$ cat config.mk
export PLATFORM = sky130hd
export DESIGN_NAME = decode_cycle
export DESIGN_NICKNAME = d
export VERILOG_FILES = /design/src/rtl/decode_cycle.sv
export SDC_FILE = /design/constraint.sdc
export NUM_CORES = 1
export LEC_CHECK = 0
export BUFFER_PORTS_ARGS = -buffer_cell sky130_fd_sc_hd__buf_2
export CELL_PAD_IN_SITES_DETAIL_PLACEMENT = 1
export CELL_PAD_IN_SITES_GLOBAL_PLACEMENT = 1
export CORE_ASPECT_RATIO = 0.8
export CORE_UTILIZATION = 28
export CTS_CLUSTER_SIZE = 8
export DETAILED_ROUTE_END_ITERATION = 8
export GPL_TIMING_DRIVEN = 0
export PLACE_DENSITY_LB_ADDON = 0.1
export SLEW_MARGIN = 15
export SYNTH_ARGS = -nofsm -noshare
export SYNTH_HDL_FRONTEND = slang
export SYNTH_SLANG_ARGS = --single-unit
$ cat constraint.sdc
create_clock -name clk -period 2.3 [get_ports clk]
set_clock_uncertainty 0.2 [all_clocks]
set_input_delay 0.115 -clock clk [delete_from_list [all_inputs] [get_ports clk]]
set_output_delay 0.115 -clock clk [all_outputs]
set_load 0.05 [all_outputs]
$ cat src/rtl/decode_cycle.sv
// RV32I instruction-decode stage: control/immediate generation and the ID/EX pipeline register.
// Optional same-cycle write-back bypass into RD1E/RD2E is enabled by defining DECODE_WB_BYPASS_EN.
module decode_cycle #(
    parameter int unsigned     XLEN     = 32,
    parameter logic [XLEN-1:0] RESET_PC = '0
) (
    input  logic            clk,
    input  logic            rst,
    input  logic [31:0]     InstrD,
    input  logic [XLEN-1:0] PCD,
    input  logic [XLEN-1:0] PCPlus4D,
    input  logic            ValidD,
    output logic [4:0]      RS1D,
    output logic [4:0]      RS2D,
    input  logic [XLEN-1:0] RD1D,
    input  logic [XLEN-1:0] RD2D,
    input  logic            RegWriteW,
    input  logic [4:0]      RDW,
    input  logic [XLEN-1:0] ResultW,
    input  logic            StallE,
    input  logic            FlushE,
    output logic            RegWriteE,
    output logic            MemWriteE,
    output logic            ALUSrcE,
    output logic            BranchE,
    output logic            JumpE,
    output logic [1:0]      ResultSrcE,
    output logic [2:0]      ALUControlE,
    output logic [XLEN-1:0] RD1E,
    output logic [XLEN-1:0] RD2E,
    output logic [XLEN-1:0] ImmExtE,
    output logic [XLEN-1:0] PCE,
    output logic [XLEN-1:0] PCPlus4E,
    output logic [4:0]      RS1E,
    output logic [4:0]      RS2E,
    output logic [4:0]      RDE,
    output logic            ValidE,
    output logic            IllegalE
);

    localparam logic [2:0] ALU_ADD = 3'b000;
    localparam logic [2:0] ALU_SUB = 3'b001;
    localparam logic [2:0] ALU_AND = 3'b010;
    localparam logic [2:0] ALU_OR  = 3'b011;
    localparam logic [2:0] ALU_SLT = 3'b101;

    typedef enum logic [2:0] {
        OP_LOAD,
        OP_STORE,
        OP_RTYPE,
        OP_IALU,
        OP_BRANCH,
        OP_JAL,
        OP_BAD
    } op_e;

    typedef enum logic [2:0] {
        IMM_NONE,
        IMM_I,
        IMM_S,
        IMM_B,
        IMM_J
    } imm_e;

    typedef struct packed {
        logic            reg_write;
        logic            mem_write;
        logic            alu_src;
        logic            branch;
        logic            jump;
        logic [1:0]      result_src;
        logic [2:0]      alu_ctrl;
        logic            valid;
        logic            illegal;
        logic [4:0]      rs1;
        logic [4:0]      rs2;
        logic [4:0]      rd;
        logic [XLEN-1:0] rd1;
        logic [XLEN-1:0] rd2;
        logic [XLEN-1:0] imm;
        logic [XLEN-1:0] pc;
        logic [XLEN-1:0] pc4;
    } idex_t;

    logic [6:0]      opcode;
    logic [2:0]      funct3;
    logic            funct7b5;
    op_e             op;
    imm_e            imm_sel;
    logic [XLEN-1:0] imm_ext;
    logic [2:0]      alu_fn;
    logic            f3_bad;
    logic [XLEN-1:0] rd1_fwd;
    logic [XLEN-1:0] rd2_fwd;
    idex_t           dec;
    idex_t           bubble;
    idex_t           idex_d;
    idex_t           idex_q;

    assign opcode   = InstrD[6:0];
    assign funct3   = InstrD[14:12];
    assign funct7b5 = InstrD[30];
    assign RS1D     = InstrD[19:15];
    assign RS2D     = InstrD[24:20];

    always_comb begin
        unique case (opcode)
            7'b0000011: op = OP_LOAD;
            7'b0100011: op = OP_STORE;
            7'b0110011: op = OP_RTYPE;
            7'b0010011: op = OP_IALU;
            7'b1100011: op = OP_BRANCH;
            7'b1101111: op = OP_JAL;
            default:    op = OP_BAD;
        endcase
    end

    // funct3 decode is only meaningful for R-type and I-ALU; sub needs R-type with funct7[5].
    always_comb begin
        f3_bad = 1'b0;
        unique case (funct3)
            3'b000:  alu_fn = (op == OP_RTYPE && funct7b5) ? ALU_SUB : ALU_ADD;
            3'b010:  alu_fn = ALU_SLT;
            3'b110:  alu_fn = ALU_OR;
            3'b111:  alu_fn = ALU_AND;
            default: begin
                alu_fn = ALU_ADD;
                f3_bad = 1'b1;
            end
        endcase
    end

    always_comb begin
        unique case (imm_sel)
            IMM_I:   imm_ext = {{(XLEN-12){InstrD[31]}}, InstrD[31:20]};
            IMM_S:   imm_ext = {{(XLEN-12){InstrD[31]}}, InstrD[31:25], InstrD[11:7]};
            IMM_B:   imm_ext = {{(XLEN-12){InstrD[31]}}, InstrD[7], InstrD[30:25],
                                InstrD[11:8], 1'b0};
            IMM_J:   imm_ext = {{(XLEN-20){InstrD[31]}}, InstrD[19:12], InstrD[20],
                                InstrD[30:21], 1'b0};
            default: imm_ext = '0;
        endcase
    end

`ifdef DECODE_WB_BYPASS_EN
    // The register file writes on the same edge this stage captures, so its read data is stale.
    assign rd1_fwd = (RegWriteW && RDW != '0 && RDW == RS1D) ? ResultW : RD1D;
    assign rd2_fwd = (RegWriteW && RDW != '0 && RDW == RS2D) ? ResultW : RD2D;
`else
    logic unused_wb;
    assign unused_wb = ^{RegWriteW, RDW, ResultW};
    assign rd1_fwd   = RD1D;
    assign rd2_fwd   = RD2D;
`endif

    always_comb begin
        dec         = '0;
        imm_sel     = IMM_NONE;
        dec.alu_ctrl = ALU_ADD;
        unique case (op)
            OP_LOAD: begin
                dec.reg_write  = 1'b1;
                dec.alu_src    = 1'b1;
                dec.result_src = 2'b01;
                imm_sel        = IMM_I;
            end
            OP_STORE: begin
                dec.mem_write = 1'b1;
                dec.alu_src   = 1'b1;
                imm_sel       = IMM_S;
            end
            OP_RTYPE: begin
                dec.reg_write = 1'b1;
                dec.alu_ctrl  = alu_fn;
                dec.illegal   = f3_bad;
            end
            OP_IALU: begin
                dec.reg_write = 1'b1;
                dec.alu_src   = 1'b1;
                dec.alu_ctrl  = alu_fn;
                dec.illegal   = f3_bad;
                imm_sel       = IMM_I;
            end
            OP_BRANCH: begin
                dec.branch   = 1'b1;
                dec.alu_ctrl = ALU_SUB;
                imm_sel      = IMM_B;
            end
            OP_JAL: begin
                dec.reg_write  = 1'b1;
                dec.jump       = 1'b1;
                dec.result_src = 2'b10;
                imm_sel        = IMM_J;
            end
            default: dec.illegal = 1'b1;
        endcase
        if (!ValidD) begin
            dec = '0;
        end
        dec.valid = ValidD;
        dec.rs1   = RS1D;
        dec.rs2   = RS2D;
        dec.rd    = InstrD[11:7];
        dec.rd1   = rd1_fwd;
        dec.rd2   = rd2_fwd;
        dec.imm   = imm_ext;
        dec.pc    = PCD;
        dec.pc4   = PCPlus4D;
    end

    always_comb begin
        bubble    = '0;
        bubble.pc = RESET_PC;
    end

    always_comb begin
        idex_d = idex_q;
        if (FlushE) begin
            idex_d = bubble;
        end else if (!StallE) begin
            idex_d = dec;
        end
    end

    always_ff @(posedge clk) begin
        if (rst) begin
            idex_q <= bubble;
        end else begin
            idex_q <= idex_d;
        end
    end

    assign RegWriteE   = idex_q.reg_write;
    assign MemWriteE   = idex_q.mem_write;
    assign ALUSrcE     = idex_q.alu_src;
    assign BranchE     = idex_q.branch;
    assign JumpE       = idex_q.jump;
    assign ResultSrcE  = idex_q.result_src;
    assign ALUControlE = idex_q.alu_ctrl;
    assign RD1E        = idex_q.rd1;
    assign RD2E        = idex_q.rd2;
    assign ImmExtE     = idex_q.imm;
    assign PCE         = idex_q.pc;
    assign PCPlus4E    = idex_q.pc4;
    assign RS1E        = idex_q.rs1;
    assign RS2E        = idex_q.rs2;
    assign RDE         = idex_q.rd;
    assign ValidE      = idex_q.valid;
    assign IllegalE    = idex_q.illegal;

endmodule

After elaboration in Yosys (flattened, before gate mapping)
Cells that the tools add are included.

operators by class
  $add $sub $neg = 0
  $mul = 0
  divide/modulo/power cells = 0
  order comparisons = 0
  equality and inequality tests = 18
  shifts and indexed selects = 0
  muxes and demuxes = 15
  bitwise logic cells = 0
  reductions and logical operators = 10

operators with widths
  kind                  number
  $mux W187             1
  $pmux W32 S4          1
  $pmux W3 S4           2
  $pmux W3 S6           1
  $eq A3 B2 Y1 const B  5
  $eq A3 B3 Y1 const B  5
  $eq A7 B6 Y1 const B  2
  $eq A7 B7 Y1 const B  2
  $reduce_or A4 Y1      3
  $eq A7 B2 Y1 const B  1
  $eq A7 B5 Y1 const B  1
  $mux W1               7
  $eq A3 B1 Y1 const B  2
  $logic_not A3 Y1      2
  $pmux W3 S2           1
  $reduce_or A2 Y1      3
  $pmux W2 S2           1
  $reduce_or A3 Y1      1
  $pmux W1 S2           1
  $logic_and A1 B1 Y1   1

word-level totals
  bits in registers = 187
  latch bits = 0
  RAM bits = 0
  memory bits (read-only) = 0
  input bits = 203
  output and inout port bits = 197
  word-level logic and storage cells = 60
  memories kept = 0

Depth between registers and ports, before layout
Gate-level depths: netlist (run 1).

  depth after elaboration = 8
  mapped depth = 6
  gate-level depth less buffers = 4

Least setup slack after synthesis (run 1)
No wires, ideal clock.

  path type = input to register
  start point = in InstrD[5]
  end point = reg idex_q (netlist bit ImmExtE[18])
  setup time = 0.088 ns
  arrival = 1.323 ns
  required time = 2.012 ns
  setup slack = 0.689 ns
  stages on the path = 6
  path buffers = 2
  cells stage by stage = buf_4 > nand4b_4 > or3_4 > a21o_4 > buf_6 > a221oi_2

on the way
  word-level cells in the longest chain between the ends = 7
  elaborated cells on any way between the ends = 19
  classes of those cells = eq/ne: 14; mux: 3; reduce/logical: 2

RTL lines
  item                                                     RTL line  RTL
  start: declaration                                       9         input logic [31:0] InstrD,
  $eq A7 B7 Y1 (tied with other cells)                     107       unique case (opcode)
  $pmux W3 S6 (*)                                          107
  $eq A3 B2 Y1 / $logic_not A3 Y1 (equally long branches)  160       unique case (op)
  $reduce_or A2 Y1 (no line)                               n/a
  $pmux W3 S4 (*)                                          160
  $eq A3 B3 Y1 (tied with other cells)                     134       unique case (imm_sel)
  $pmux W32 S4 (*)                                         134
  end signal: assignment                                   227       idex_q <= bubble;
  end signal: assignment                                   229       idex_q <= idex_d;
  end: declaration                                         98        idex_t idex_q;

Every way passes the cells marked *; elsewhere a longest branch is shown, timed or not.
A chain may end at the register's enable or synchronous reset.

Worst setup path in the final report (run 1)
  start point = in InstrD[5]
  end point = reg idex_q (netlist bit ImmExtE[12])

The elaborated chain is that of the path after synthesis.

==> results of run 1 <==
==> layout make-up <==
class	instances	area (µm²)	share of cell area
multi-input cells	414	2790	0.249
plain buffers	67	367	0.0328
inverters	4	15.0	0.00134
diodes	1	2.50	0.000224
flip-flops and latches	176	3520	0.315
well taps	312	390	0.0349
clock buffers	19	443	0.0396
repair buffers	530	3510	0.313
clock inverters	13	150	0.0134
==> metrics by stage <==
| stage | area [µm²] | TNS, ns | instances | util |
|---|---|---|---|---|
| 3_3_place_gp | 8860 | 0 | 1331 | 0.379 |
| 3_5_place_dp | 8860 | 0 | 1331 | 0.379 |
| 4_1_cts | 11100 | 0 | 1532 | 0.476 |
| 6_report | 11200 | 0 | 1536 | 0.478 |
| 2_1_floorplan | 6680 | 0 | 661 | - |
| 5_1_grt | 11200 | -0.0252 | 1536 | 0.478 |
==> critical path, delay by kind of cell <==
kind            cells  cell delay (ns)
simple gates        2             0.52
buf+inv             3             1.27
compound gates      2             0.49
==> per-layer routing <==
layer | part of all wire | up-vias | global-route usage | wire [µm]
met1 | 0.45 | 3148 | 0.240 | 11100
met5 | 0 | - | 0 | 0
li1 | - | 3329 | - | -
met2 | 0.48 | 221 | 0.352 | 12000
met3 | 0.054 | 28 | 0.0518 | 1350
met4 | 0.019 | 0 | 0.0641 | 473
==> cells in the final DEF, fill, tap and decap left out, types with 4 or more instances in the layout <==
cell,Yosys,routed
and3_1,4,4
a32oi_1,7,7
o21ai_1,7,7
nor3_1,4,4
buf_4,22,24
a221oi_1,7,6
a21oi_1,12,12
clkinvlp_4,0,4
inv_8,0,5
clkbuf_16,0,17
buf_2,16,374
clkbuf_1,26,26
nor2_1,153,153
dlygate4sd3_1,0,169
o21ai_0,7,7
nand3_1,13,13
nand2_1,23,23
dfxtp_1,176,176
a21boi_0,8,8
a2bb2oi_1,4,4
mux2i_1,144,144
==> cells by family (layout without fill, tap and decap cells) <==
group,Yosys count,count (layout),synth area share
compound gates,60,60,0.0662
xor+xnor,1,1,0.00131
buf+inv,71,633,0.0564
flops,176,176,0.528
mux,144,144,0.216
other cells,0,1,0
simple gates,209,209,0.132
==> worst paths after layout <==
check	from	to	slack, ns	cells past startpoint
max	InstrD[5]	ImmExtE[12]$_SDFFE_PP0N_	0.06	7
min	InstrD[6]	ImmExtE[11]$_SDFFE_PP0N_	0.01	4
max reg2reg	ImmExtE[15]$_SDFFE_PP0N_	ImmExtE[15]$_SDFFE_PP0N_	0.66	4
min reg2reg	ResultSrcE[1]$_SDFFE_PP0N_	ResultSrcE[1]$_SDFFE_PP0N_	0.27	2
==> registers in the layout (all words and copies together), names as in the netlist <==
name	cells
ResultSrcE	2
PCPlus4E	32
RD2E	32
RegWriteE	1
IllegalE	1
ALUSrcE	1
RS2E	5
RS1E	5
MemWriteE	1
RDE	5
ImmExtE	21
JumpE	1
PCE	32
ValidE	1
RD1E	32
BranchE	1
ALUControlE	3
==> power by group <==
| group | internal (mW) | switching (mW) |
|---|---|---|
| Sequential | 3.13 | 0.0396 |
| Combinational | 0.513 | 0.720 |
| Clock | 1.57 | 1.37 |
==> what timing repair did <==
item                                    in CTS  in global routing
endpoints found under the hold margin      171                  0
endpoints found under the setup margin       0                  6
resized for setup                            0                  5
setup buffers                                0                  3
hold buffers                               169                  0
==> qor.txt, run 1 <==
status - completed
crit path capture type - flop
Total Routing Usage GR - 0.201
Max-Cap Viols - 0
die extent in y - 140 µm
global placement routability congestion - 0.747
Worst-path clk slew - 0.07 ns
Sink Count - 176
Min-Delay Path Class - primary input to flop
Rel. slew slack - 0.387
Syn Area/Cell - 10.1 µm²
upper clock frequency limit - 0.446 GHz
count leader, synth - dfxtp_1
Area contributors post-synth - dfxtp_1, mux2i_1, nor2_1
TritonCTS clock tree - built
setup ws final - 0.0583 ns
final wirelength - 25000 µm
Primary FF master, synth - dfxtp_1
Starting Density - 0.285
initial DRC count - 225
area delta synth->final - 67.5%
CTS Root Cell - clkbuf_16
PwrDens - 657 nW/µm²
drt wl/cell - 16.2 µm
Post-synth EDFFs - 0
Hold Slack - 0.0127 ns
Max VDD drop - 406 µV
initial antenna violation count - 1
worst path cell trace - dlygate4sd3_1, buf_6, nand4b_4, or3_4, a21o_4, a221oi_2, dlygate4sd3_1
share of layout cells above drive strength 1 - 0.363
clk_lat worst skew - 0.42 ns
I/O Pins - 400
first-pass GRT wire length - 38500 µm
Worst Path Max Fanout - 8
Post-synth ARST share - 0
DRC viols - 0
vias in the first global route - 7089
Ys Warns - 0
largest net degree at the start of global routing - 18
Critical Path RT - 2.46 ns
most used cell, CP - dlygate4sd3_1
setup violators final - 0
Synth top area share - 0.528
clk buf depth - 2
H-tree lvl count - 4
pre-CTS setup slack - 0.246 ns
Startpoint Class - primary input
RSZ-0062 raised after global routing - yes
Final Hold Fails - 0
Post-Syn Area - 6680 µm²
arrival time at the worst endpoint - 2.40 ns
total core area - 23400 µm²
Routed Antenna Nets - 0
final net count - 1413
post-synth top area cell - dfxtp_1
Layout fillers - 2770
Slowest cell on crit path - dlygate4sd3_1
IO buf count - 358
die area - 24500 µm²
std cell rows - 50
CTS buffer count - 17
global route total overflow - 0
Final Critical Period - 2.24 ns
WS Path Type - primary input to flop
Post-Synthesis Cells - 661
Die Width - 175 µm
Vias/cell - 4.38
P_leak - 5.56 nW
Distinct cells, synth - 39
Final period util - 0.975
worst slew pin tran - 0.913 ns
sequential element share of the synthesized area - 0.528
top cells by count, synth - dfxtp_1, nor2_1, mux2i_1, clkbuf_1, nand2_1
max-slew violations - 0
DR vias - 6726
Synth Net Count - 864
DRT Pass-1 Iters - 4
crit-path max cell delay - 0.58 ns
total power - 7.34 mW
FF+latch count, synth - 176
DP HPWL - 17200 µm
No activity file was read; power rests on OpenSTA's default activity.
==> run 2, diff against run 1 <==
- CTS_BUF_LIST: not set -> sky130_fd_sc_hd__clkbuf_16
==> run 2 against run 1 <==
Net effect: final cell count unchanged; worst setup slack got worse by 0.00062 ns; sequential share of layout area about the same; global-route usage unchanged; largest cell class unchanged; highest routed layer unchanged.
==> qor.txt, run 2 (synthesized netlist as in run 1, its figures left out) <==
std cell rows - 50 (unchanged)
P_leak - 5.55 nW (was 5.56 nW)
Sw Ratio - 0.293 (was 0.290)
IO buf count - 358 (unchanged)
Final period util - 0.975 (about the same)
share of layout cells above drive strength 1 - 0.362 (was 0.363)
area delta synth->final - 67.4% (was 67.5%)
Vias/cell - 4.38 (about the same)
final net count - 1413 (unchanged)
final wirelength - 25000 µm (about the same)
Min-Delay Path Class - primary input to flop (unchanged)
Sink Count - 176 (unchanged)
Startpoint Class - primary input (unchanged)
crit path capture type - flop (unchanged)
DR vias - 6729 (was 6726)
Worst Path Max Fanout - 8 (unchanged)
upper clock frequency limit - 0.446 GHz (about the same)
NetSw - 2.14 mW (was 2.13 mW)
crit-path max cell delay - 0.58 ns (about the same)
commonest non-fill, non-tap cell in the layout - buf_2 (unchanged)
Slowest cell on crit path - dlygate4sd3_1 (unchanged)
Core Util, Final - 0.478 (about the same)
Final Critical Period - 2.24 ns (about the same)
global route total overflow - 0 (unchanged)
arrival time at the worst endpoint - 2.41 ns (was 2.40 ns)
Worst-path clk slew - 0.07 ns (about the same)
WS Path Type - primary input to flop (unchanged)
vias in the first global route - 7093 (was 7089)
die extent in y - 140 µm (unchanged)
clk buf depth - 2 (unchanged)
drt wl/cell - 16.2 µm (about the same)
I/O Pins - 400 (unchanged)
sequential share of power - 0.433 (was 0.431)
combinational power share - 0.169 (was 0.168)
RSZ-0062 raised after global routing - yes (unchanged)
DP HPWL - 17200 µm (unchanged)
Hold Slack - 0.0113 ns (was 0.0127 ns)
Max-Cap Viols - 0 (unchanged)
clk_lat worst skew - 0.42 ns (about the same)
most used cell, CP - dlygate4sd3_1 (unchanged)
PwrDens - 655 nW/µm² (was 657 nW/µm²)
initial antenna violation count - 1 (unchanged)
TritonCTS clock tree - built (unchanged)
Routed Antenna Nets - 0 (unchanged)
max-slew violations - 0 (unchanged)
global placement routability congestion - 0.747 (unchanged)
Starting Density - 0.285 (unchanged)
setup violators final - 0 (unchanged)
CTS buffer count - 17 (unchanged)
H-tree lvl count - 4 (unchanged)
DRC viols - 0 (unchanged)
Die Width - 175 µm (unchanged)
Critical Path RT - 2.46 ns (about the same)
status - completed (unchanged)
initial DRC count - 227 (was 225)
Max VDD drop - 408 µV (was 406 µV)
Rel. slew slack - 0.389 (was 0.387)
die area - 24500 µm² (unchanged)
first-pass GRT wire length - 38500 µm (about the same)
worst slew pin tran - 0.909 ns (was 0.913 ns)
most frequent cells in the layout - buf_2, dfxtp_1, dlygate4sd3_1, nor2_1, mux2i_1 (unchanged)
worst path cell trace - dlygate4sd3_1, buf_6, nand4b_4, or3_4, a21o_4, a221oi_2, dlygate4sd3_1 (unchanged)
DRT Pass-1 Iters - 4 (unchanged)
Final Hold Fails - 0 (unchanged)
Internal - 5.18 mW (was 5.22 mW)
Total Routing Usage GR - 0.201 (unchanged)
total core area - 23400 µm² (unchanged)
CTS Root Cell - clkbuf_16 (unchanged)
clock power share - 0.399 (was 0.401)
largest net degree at the start of global routing - 18 (unchanged)
run 2: repair_timing:
action / 4_1_cts / 5_1_grt
endpoints found under the hold margin: 171 / 0
buffers inserted: 0 / 3
setup endpoints to repair: 0 / 6
hold buffers: 169 / 0
gates resized for setup: 0 / 5
run 2: worst max-delay path, delay by kind of cell:
family	cells	cell delay, ns
AOI/OAI and AO/OA	2	0.49
and+or+nand+nor	2	0.52
buffers and inverters	3	1.27
run 2: path summary, 6_finish.rpt:
| path | start | endpoint | slack, ns | depth (start not counted) |
|---|---|---|---|---|
| worst max register to register | ImmExtE[15]$_SDFFE_PP0N_ | ImmExtE[15]$_SDFFE_PP0N_ | 0.66 | 4 |
| worst min-delay path | InstrD[6] | ImmExtE[11]$_SDFFE_PP0N_ | 0.01 | 4 |
| worst max-delay path | InstrD[5] | ImmExtE[12]$_SDFFE_PP0N_ | 0.06 | 7 |
| worst min register to register | ResultSrcE[1]$_SDFFE_PP0N_ | ResultSrcE[1]$_SDFFE_PP0N_ | 0.27 | 2 |
run 2: per-stage QoR:
step / worst slack (ns) / cells / total power [mW] / setup TNS [ns] / instance area [µm²]
2_1_floorplan: 0.689 / 661 / 3.89 / 0 / 6680
3_3_place_gp: 0.260 / 1331 / 4.23 / 0 / 8860
3_5_place_dp: 0.246 / 1331 / 4.24 / 0 / 8860
4_1_cts: 0.0318 / 1532 / 7.40 / 0 / 11100
5_1_grt: -0.0156 / 1536 / 7.61 / -0.0252 / 11200
6_report: 0.0577 / 1536 / 7.32 / 0 / 11200
run 2: per-layer routing:
| metal | part of all wire | vias to the layer above | wire length (µm) | track usage |
|---|---|---|---|---|
| met5 | 0 | - | 0 | 0 |
| met4 | 0.021 | 0 | 528 | 0.0641 |
| met3 | 0.056 | 32 | 1400 | 0.0518 |
| met2 | 0.48 | 219 | 12000 | 0.352 |
| met1 | 0.44 | 3152 | 11100 | 0.240 |
| li1 | - | 3326 | - | - |
run 2: power groups by stage:
stage	sequential [mW]	combinational, mW	clock [mW]
after global placement	3.24	0.996	0
after global routing	3.18	1.32	3.12
after detailed placement	3.24	0.999	0
final	3.17	1.23	2.92
after CTS	3.17	1.23	3.01
after floorplan	3.53	0.363	0
run 2: final cells by class:
| type | count | area (µm²) |
|---|---|---|
| clock inverter | 15 | 158 |
| antenna | 1 | 2.50 |
| fill | 2769 | 12200 |
| clock buffer | 17 | 425 |
| inverter | 4 | 15.0 |
| multi-input combinational | 414 | 2790 |
| timing repair buffer | 530 | 3510 |
| sequential | 176 | 3520 |
| buffer | 67 | 367 |
| tap | 312 | 390 |
